## config.mk

```make
export PLATFORM = sky130hd
export DESIGN_NAME = dfd_time_sync_ctrl
export DESIGN_NICKNAME = d
export VERILOG_FILES = /design/src/rtl/dfd_time_sync_ctrl.sv
export SDC_FILE = /design/constraint.sdc
export NUM_CORES = 1
export LEC_CHECK = 0
export BUFFER_PORTS_ARGS = -buffer_cell sky130_fd_sc_hd__buf_2
export CAP_MARGIN = 20
export CORE_ASPECT_RATIO = 0.7
export CORE_MARGIN = 8
export CORE_UTILIZATION = 40
export CTS_CLUSTER_DIAMETER = 200
export DETAILED_ROUTE_END_ITERATION = 7
export GPL_ROUTABILITY_DRIVEN = 0
export GPL_TIMING_DRIVEN = 0
export PLACE_DENSITY = 0.73
export SLEW_MARGIN = 20
export SYNTH_ARGS = -nofsm -noshare
export SYNTH_HDL_FRONTEND = slang
export SYNTH_SLANG_ARGS = --single-unit
export TNS_END_PERCENT = 1
```

## constraint.sdc

```tcl
create_clock -name i_clk -period 2.1 [get_ports i_clk]
set_input_delay 0.315 -clock i_clk [delete_from_list [all_inputs] [get_ports i_clk]]
set_output_delay 0.315 -clock i_clk [all_outputs]
set_load 0.02 [all_outputs]
```

## src/rtl/dfd_time_sync_ctrl.sv

```systemverilog
`default_nettype none
// ============================================================================
// Module   : dfd_time_sync_ctrl
// Purpose  : APB-master sequencer that resyncs one DFD time-sync slave and
//            reads back its timestamp. Optional macro: DFD_TIME_SYNC_CTRL_TIMEOUT_EN.
// Revision : 1.0 - initial release
// ============================================================================
module dfd_time_sync_ctrl #(
   parameter int                            DFD_APB_ADDR_WIDTH = 32,
   parameter int                            DFD_APB_DATA_WIDTH = 32,
   parameter logic [DFD_APB_ADDR_WIDTH-1:0] BASE_ADDR          = '0,
   parameter logic [DFD_APB_ADDR_WIDTH-1:0] START_OFFSET       = 'h200,
   parameter int                            XTRIG_CYCLES       = 2,
   parameter int                            POLL_MAX           = 16,
   parameter int                            TIMEOUT_CYCLES     = 64
) (
   input  logic                              i_clk,
   input  logic                              i_reset,
   input  logic                              i_sync_req,
   input  logic [63:0]                       i_sync_value,
   input  logic [7:0]                        i_marker,
   output logic                              o_busy,
   output logic                              o_done,
   output logic                              o_err,
   output logic [63:0]                       o_readback,
   output logic [DFD_APB_ADDR_WIDTH-1:0]     o_paddr,
   output logic                              o_psel,
   output logic                              o_penable,
   output logic                              o_pwrite,
   output logic [DFD_APB_DATA_WIDTH-1:0]     o_pwdata,
   output logic [DFD_APB_DATA_WIDTH/8-1:0]   o_pstrb,
   input  logic                              i_pready,
   input  logic [DFD_APB_DATA_WIDTH-1:0]     i_prdata,
   input  logic                              i_pslverr,
   output logic                              o_xtrigger
);
   localparam int AW = DFD_APB_ADDR_WIDTH;
   localparam int DW = DFD_APB_DATA_WIDTH;
   localparam int PW = $clog2(POLL_MAX + 1);
   localparam int TW = $clog2(XTRIG_CYCLES + 1);
   localparam logic [AW-1:0] TS_BASE   = BASE_ADDR + START_OFFSET;
   localparam logic [AW-1:0] OFS_THI   = AW'('h04);
   localparam logic [AW-1:0] OFS_SLO   = AW'('h08);
   localparam logic [AW-1:0] OFS_SHI   = AW'('h0C);
   localparam logic [AW-1:0] OFS_CFG   = AW'('h10);
   localparam logic [PW-1:0] POLL_LAST = PW'(POLL_MAX - 1);
   localparam logic [TW-1:0] TRIG_HIGH = TW'(XTRIG_CYCLES);

   generate
      if (DFD_APB_DATA_WIDTH != 32 || XTRIG_CYCLES < 1 || POLL_MAX < 1 || TIMEOUT_CYCLES < 1) begin : g_param_check
         $error("dfd_time_sync_ctrl: unsupported parameter value");
      end
   endgenerate

   typedef enum logic [3:0] {
      S_IDLE   = 4'd0, S_WR_SLO = 4'd1, S_WR_SHI = 4'd2, S_WR_CFG = 4'd3, S_TRIG = 4'd4,
      S_POLL   = 4'd5, S_RD_TLO = 4'd6, S_RD_THI = 4'd7, S_DONE   = 4'd8
   } state_t;

   // Every transfer state walks gap -> setup -> access, so transfers are never back-to-back.
   typedef enum logic [1:0] {PH_GAP = 2'd0, PH_SETUP = 2'd1, PH_ACCESS = 2'd2} phase_t;

   state_t        state, state_nxt;
   phase_t        phase, phase_nxt;
   logic [63:0]   value, value_nxt;
   logic [7:0]    marker, marker_nxt;
   logic [PW-1:0] poll_cnt, poll_nxt;
   logic [TW-1:0] trig_cnt, trig_nxt;
   logic          err_nxt;
   logic [63:0]   rb_nxt;
   logic          in_xfer;
   logic          write_sel;
   logic [AW-1:0] addr_sel;
   logic [DW-1:0] wdata_sel;

`ifdef DFD_TIME_SYNC_CTRL_TIMEOUT_EN
   localparam int             TMW      = $clog2(TIMEOUT_CYCLES + 1);
   localparam logic [TMW-1:0] TMO_LAST = TMW'(TIMEOUT_CYCLES - 1);
   logic [TMW-1:0] tmo_cnt;

   always_ff @(posedge i_clk) begin
      if (i_reset || !(in_xfer && phase == PH_ACCESS))
         tmo_cnt <= '0;
      else
         tmo_cnt <= tmo_cnt + 1'b1;
   end
`endif

   always_ff @(posedge i_clk) begin
      if (i_reset) begin
         state      <= S_IDLE;
         phase      <= PH_GAP;
         value      <= '0;
         marker     <= '0;
         poll_cnt   <= '0;
         trig_cnt   <= '0;
         o_err      <= 1'b0;
         o_readback <= '0;
      end else begin
         state      <= state_nxt;
         phase      <= phase_nxt;
         value      <= value_nxt;
         marker     <= marker_nxt;
         poll_cnt   <= poll_nxt;
         trig_cnt   <= trig_nxt;
         o_err      <= err_nxt;
         o_readback <= rb_nxt;
      end
   end

   always_comb begin
      state_nxt  = state;
      phase_nxt  = phase;
      value_nxt  = value;
      marker_nxt = marker;
      poll_nxt   = poll_cnt;
      trig_nxt   = trig_cnt;
      err_nxt    = o_err;
      rb_nxt     = o_readback;
      case (state)
         S_IDLE: begin
            if (i_sync_req) begin
               value_nxt  = i_sync_value;
               marker_nxt = i_marker;
               err_nxt    = 1'b0;
               poll_nxt   = '0;
               phase_nxt  = PH_GAP;
               state_nxt  = S_WR_SLO;
            end
         end
         // Trigger is high while trig_cnt < XTRIG_CYCLES; the final count is the low cycle.
         S_TRIG: begin
            if (trig_cnt == TRIG_HIGH) begin
               state_nxt = S_POLL;
               phase_nxt = PH_GAP;
            end else begin
               trig_nxt = trig_cnt + 1'b1;
            end
         end
         S_DONE: state_nxt = S_IDLE;
         default: begin
            case (phase)
               PH_GAP:   phase_nxt = PH_SETUP;
               PH_SETUP: phase_nxt = PH_ACCESS;
               default: begin
                  if (i_pready) begin
                     phase_nxt = PH_GAP;
                     if (i_pslverr) begin
                        err_nxt   = 1'b1;
                        state_nxt = S_DONE;
                     end else begin
                        case (state)
                           S_WR_SLO: state_nxt = S_WR_SHI;
                           S_WR_SHI: state_nxt = S_WR_CFG;
                           S_WR_CFG: begin
                              trig_nxt  = '0;
                              state_nxt = S_TRIG;
                           end
                           S_POLL: begin
                              poll_nxt = poll_cnt + 1'b1;
                              if (!i_prdata[0]) begin
                                 state_nxt = S_RD_TLO;
                              end else if (poll_cnt == POLL_LAST) begin
                                 err_nxt   = 1'b1;
                                 state_nxt = S_DONE;
                              end
                           end
                           S_RD_TLO: begin
                              rb_nxt[31:0] = i_prdata[31:0];
                              state_nxt    = S_RD_THI;
                           end
                           default: begin
                              rb_nxt[63:32] = i_prdata[31:0];
                              state_nxt     = S_DONE;
                           end
                        endcase
                     end
                  end
`ifdef DFD_TIME_SYNC_CTRL_TIMEOUT_EN
                  else if (tmo_cnt == TMO_LAST) begin
                     phase_nxt = PH_GAP;
                     err_nxt   = 1'b1;
                     state_nxt = S_DONE;
                  end
`endif
               end
            endcase
         end
      endcase
   end

   always_comb begin
      addr_sel  = TS_BASE;
      write_sel = 1'b0;
      wdata_sel = '0;
      case (state)
         S_WR_SLO: begin
            addr_sel  = TS_BASE + OFS_SLO;
            write_sel = 1'b1;
            wdata_sel = DW'(value[31:0]);
         end
         S_WR_SHI: begin
            addr_sel  = TS_BASE + OFS_SHI;
            write_sel = 1'b1;
            wdata_sel = DW'(value[63:32]);
         end
         S_WR_CFG: begin
            addr_sel  = TS_BASE + OFS_CFG;
            write_sel = 1'b1;
            wdata_sel = DW'({23'b0, marker, 1'b1});
         end
         S_POLL:   addr_sel = TS_BASE + OFS_CFG;
         S_RD_THI: addr_sel = TS_BASE + OFS_THI;
         default:  addr_sel = TS_BASE;
      endcase
   end

   assign in_xfer    = (state != S_IDLE) && (state != S_TRIG) && (state != S_DONE);
   assign o_psel     = in_xfer && (phase != PH_GAP);
   assign o_penable  = in_xfer && (phase == PH_ACCESS);
   assign o_pwrite   = o_psel && write_sel;
   assign o_paddr    = o_psel ? addr_sel : '0;
   assign o_pwdata   = o_pwrite ? wdata_sel : '0;
   assign o_pstrb    = o_psel ? '1 : '0;
   assign o_xtrigger = (state == S_TRIG) && (trig_cnt < TRIG_HIGH);
   assign o_busy     = (state != S_IDLE) && (state != S_DONE);
   assign o_done     = (state == S_DONE);

endmodule
`default_nettype wire
```

Yosys cells after proc, flatten, opt, wreduce, memory -nomap -nowiden:

Index checks and enable logic that the tools add are counted.

* register bits after elaboration: 150
* output and inout port bits: 139
* input port bits: 109

* add/sub/neg operators: 2
* muxes and demuxes: 40
* eq/ne operators: 23
* reduce and logical (&&, ||, !) cells: 35
* order comparisons: 1
* bitwise operators: 7

Operator list (count)
* $pmux 32 s3: 1
* $mux 32: 2
* $mux 4: 8
* $mux 5: 5
* $pmux 4 s5: 1
* $pmux 5 s4: 1
* $eq 4x3->1 const B: 4
* $mux 2: 8
* $reduce_and 5->1: 3
* $pmux 4 s3: 1
* $reduce_and 6->1: 2
* $pmux 5 s2: 1
* $reduce_bool 2->1: 5
* $reduce_bool 3->1: 3
* $eq 4x2->1 const B: 2
* $mux 1: 8
* $ne 2x1->1 const B: 4
* $pmux 2 s2: 2
* $reduce_bool 4->1: 2
* $reduce_or 2->1: 4
* $logic_and 1x1->1: 7
* $ne 7x6->1 const B: 1
* $not 1->1: 7
* $reduce_and 7->1: 1
* other kinds (21): 25

Depth between registers and ports, before layout:

* depth after elaboration: 8
* depth in mapped cells: 7

Worst setup path after synthesis:

Ideal clock, no wire load.

* path kind: register -> output
* start point: register state[0]
* end point: output port o_pwdata[10]
* cell stages (with the launch flop): 7
* data arrival time: 1.591 ns
* required time: 1.785 ns
* setup slack: 0.194 ns
* cells stage by stage: dfxtp_1 buf_2 nor2_1 or4_1 buf_2 buf_2 nor2_1

* longest elaborated chain between the ends: 6
* elaborated cells between the ends (all ways): 14
* classes of those cells: eq/ne (5); mux (3); reduce/logical (6)

RTL lines
* start, declared: RTL line 63 `state_t state, state_nxt;`
* start signal, assigned: RTL line 100 `state <= state_nxt;`
* branches (longest 5 deep; another with $eq 4x2->1)
* $mux 32 (*): RTL line 223 `assign o_pwdata = o_pwrite ? wdata_sel : '0;`
* end, declared: RTL line 30 `output logic [DFD_APB_DATA_WIDTH-1:0] o_pwdata,`

Every way passes the cells marked *.

Worst setup path in the final report:

* start point: register state[3]
* end point: output port o_pwdata[14]

Same word-level chain as after synthesis.

==> metrics.yaml <==
place:
  place_area_um2: 8160
  pre_cts_slack_ps: -214
  hpwlAfterDp_mm: 16.4
  port_buffers: 218
  dp_cells: 1305
worst_setup_path:
  slowest_stage: "or4_4"
  worstPathMaxFanout: 7
  critPathMaxStageDelay_ps: 520
  reg2reg_slack_ps: 280
  reg2reg_from: "state[0]$_SDFFE_PP0P_"
  critPathLaunch: "state[3]$_SDFFE_PP0P_"
  critical_path_class: "reg -> out"
  cp-end-kind: "output pin"
  path_cells: "buf_6 > or4_4 > buf_12 > buf_12 > nor2_4 > buf_6"
  cp.required_ps: 1780
  startpoint_type: "register"
  arrival_ps: 1960
logic_synthesis:
  ys.flop_type: "dfxtp_1"
  ys_seq_area_frac: 0.449
  synth_edf_count: 0
  avgSynthCellArea_um2: 8.01
  synth_cell_types: 44
  synth.ff_latch_count: 150
  synthCells: 835
  yosys_warnings: 0
  syn_area_um2: 6690
  async_flop_share: 0
pwr:
  p_per_area_nw_per_um2: 762
  p_total_uw: 7300
  leakage_uw: 0.00397
  vdd_drop_max_mv: 0.448
clocking:
  clock_path_buffers: 2
  clkTransAtPathRegs_ps: 70
  insertion_delay_ps: 430
  cts.sinks: 150
  cts_max_level: 4
  cts_made_buffers: 17
  cts_tree: "yes"
  cts_root_buffer: "clkbuf_16"
grt:
  antenna_found_initial: 1
  grt_overflow: 0
  grt_max_degree: 17
  track_usage: 0.209
  grt_pass1_vias: 6774
  grt_first_pass_wirelength_mm: 35.9
sta:
  fin_ws_ps: -172
  fin_crit_ps: 2270
  slew_viol_final: 0
  rsz0062_at_grt: "true"
  setup_violations: 41
  tightest_slew_ps: 729
  clock_skew_ps: 9.26
  maxSlewHeadroom: 0.514
  fin_crit_sh: 1.08
  hold_viol_final: 0
  clock.fmax_mhz: 440
drt:
  drc: 0
  first_pass_iters: 7
  ant_nets: 0
  post_drt_wl_per_cell_um: 16.9
  drtIter0Drc: 468
  wl_mm: 22.8
  num_vias: 6704
  via_per_inst: 4.98
cells_and_area:
  final_core_util: 0.586
  drive_gt1_frac: 0.344
  fin_area_um2: 9580
  nets: 1219
  final_cells: 1345
  syn2layout_area_growth_pct: 43.3
flow_run:
  drv_cap: 0
die:
  io_pins: 248
  core_um2: 16300
  start_util: 0.409
  die_w_um: 171
  num_rows: 39
  die_h_um: 124
  die_area_um2: 21200
status:
  status: "finished, violations left"
  violations: "negative setup slack"
hold_path:
  hold_start: "i_sync_value[5]"
  hold_path_class: "in -> reg"
## report_power, final
group          leakage (µW)  total [µW]  internal (µW)  switching [µW]
combinational       0.00245         990            397             593
sequential          0.00122        3030           2960            69.9
clock              0.000298        3280           2000            1280
## per-stage QoR
step	TNS, ps	hold slack [ps]
6_report	-5420	124
5_1_grt	-7760	116
4_1_cts	-5510	116
3_5_place_dp	-5460	446
3_3_place_gp	-5590	440
2_1_floorplan	0	436
## worst max-delay path: cells and delay by family, from the launching register on
kind | cells | cell delay, ps
DFF | 1 | 330
buffers and inverters | 4 | 590
and+or+nand+nor | 2 | 610
## worst paths after layout
kind	end	cells past startpoint
setup reg to reg	value[4]$_SDFFE_PP0P_	6
setup / recovery	o_pwdata[14]	6
hold reg to reg	o_readback[5]$_SDFFE_PP0P_	2
hold / removal	value[5]$_SDFFE_PP0P_	3
## flip-flops by register name, indices dropped and copies added, names as in the netlist
name        cells
o_readback     64
value          64
marker          8
poll_cnt        5
state           4
phase           2
trig_cnt        2
o_err           1
## Yosys cell counts, types with 3 or more instances
cell / number / share of area
or4_1: 3 / 0.0034
nor2_1: 46 / 0.026
mux2i_1: 33 / 0.049
a222oi_1: 8 / 0.012
buf_2: 19 / 0.014
a211oi_1: 3 / 0.0034
nor3_1: 3 / 0.0022
a21oi_1: 116 / 0.087
nand3_1: 8 / 0.0060
buf_4: 47 / 0.053
a22oi_1: 26 / 0.029
and3_1: 4 / 0.0037
nand2b_1: 67 / 0.063
clkbuf_1: 31 / 0.017
nand2_1: 219 / 0.12
ha_1: 3 / 0.0056
dfxtp_1: 150 / 0.45
nor3_2: 3 / 0.0045
xor2_1: 3 / 0.0039
inv_1: 6 / 0.0034
o21ai_0: 5 / 0.0037
## routing by layer
metal,GRT usage,vias up,share of wire
met5,0,-,0
met4,0.0535,0,0.012
met3,0.0649,20,0.083
met2,0.333,253,0.46
met1,0.269,3160,0.45
li1,-,3271,-
## cells by family after synthesis
kind of cell / synth area share
adder cells (fa/ha/maj): 0.00561
flip-flops: 0.449
multiplexers: 0.0494
XOR/XNOR: 0.00524
AO/OA/AOI/OAI: 0.152
AND/OR/NAND/NOR: 0.247
buffers and inverters: 0.0911
other: 0.000561
## cell usage in the layout (no fill, tap or decap), types with 26 or more instances in the layout
| master | instances |
|---|---|
| a21oi_1 | 116 |
| nand2_1 | 219 |
| clkbuf_1 | 26 |
| nand2b_1 | 65 |
| mux2i_1 | 33 |
| dfxtp_1 | 144 |
| nor2_4 | 33 |
| buf_6 | 39 |
| a22oi_1 | 26 |
| buf_4 | 62 |
| buf_2 | 190 |
| conb_1 | 28 |
## cell type report
| cell class | instances | area [µm²] |
|---|---|---|
| Antenna cell | 1 | 2.50 |
| Buffer | 98 | 693 |
| Clock buffer | 18 | 429 |
| Clock inverter | 13 | 196 |
| Fill cell | 1455 | 6760 |
| Inverter | 6 | 22.5 |
| Multi-Input combinational cell | 607 | 3490 |
| Sequential cell | 150 | 3020 |
| Tap cell | 225 | 282 |
| Timing Repair Buffer | 227 | 1450 |
## timing repair
action	in CTS	in global routing
resized for setup	193	14
pin swaps	36	6
setup endpoints to repair	44	44
buffers inserted	6	0
cloned	3	0
hold buffers	0	0
No activity file was read; power rests on OpenSTA's default activity.
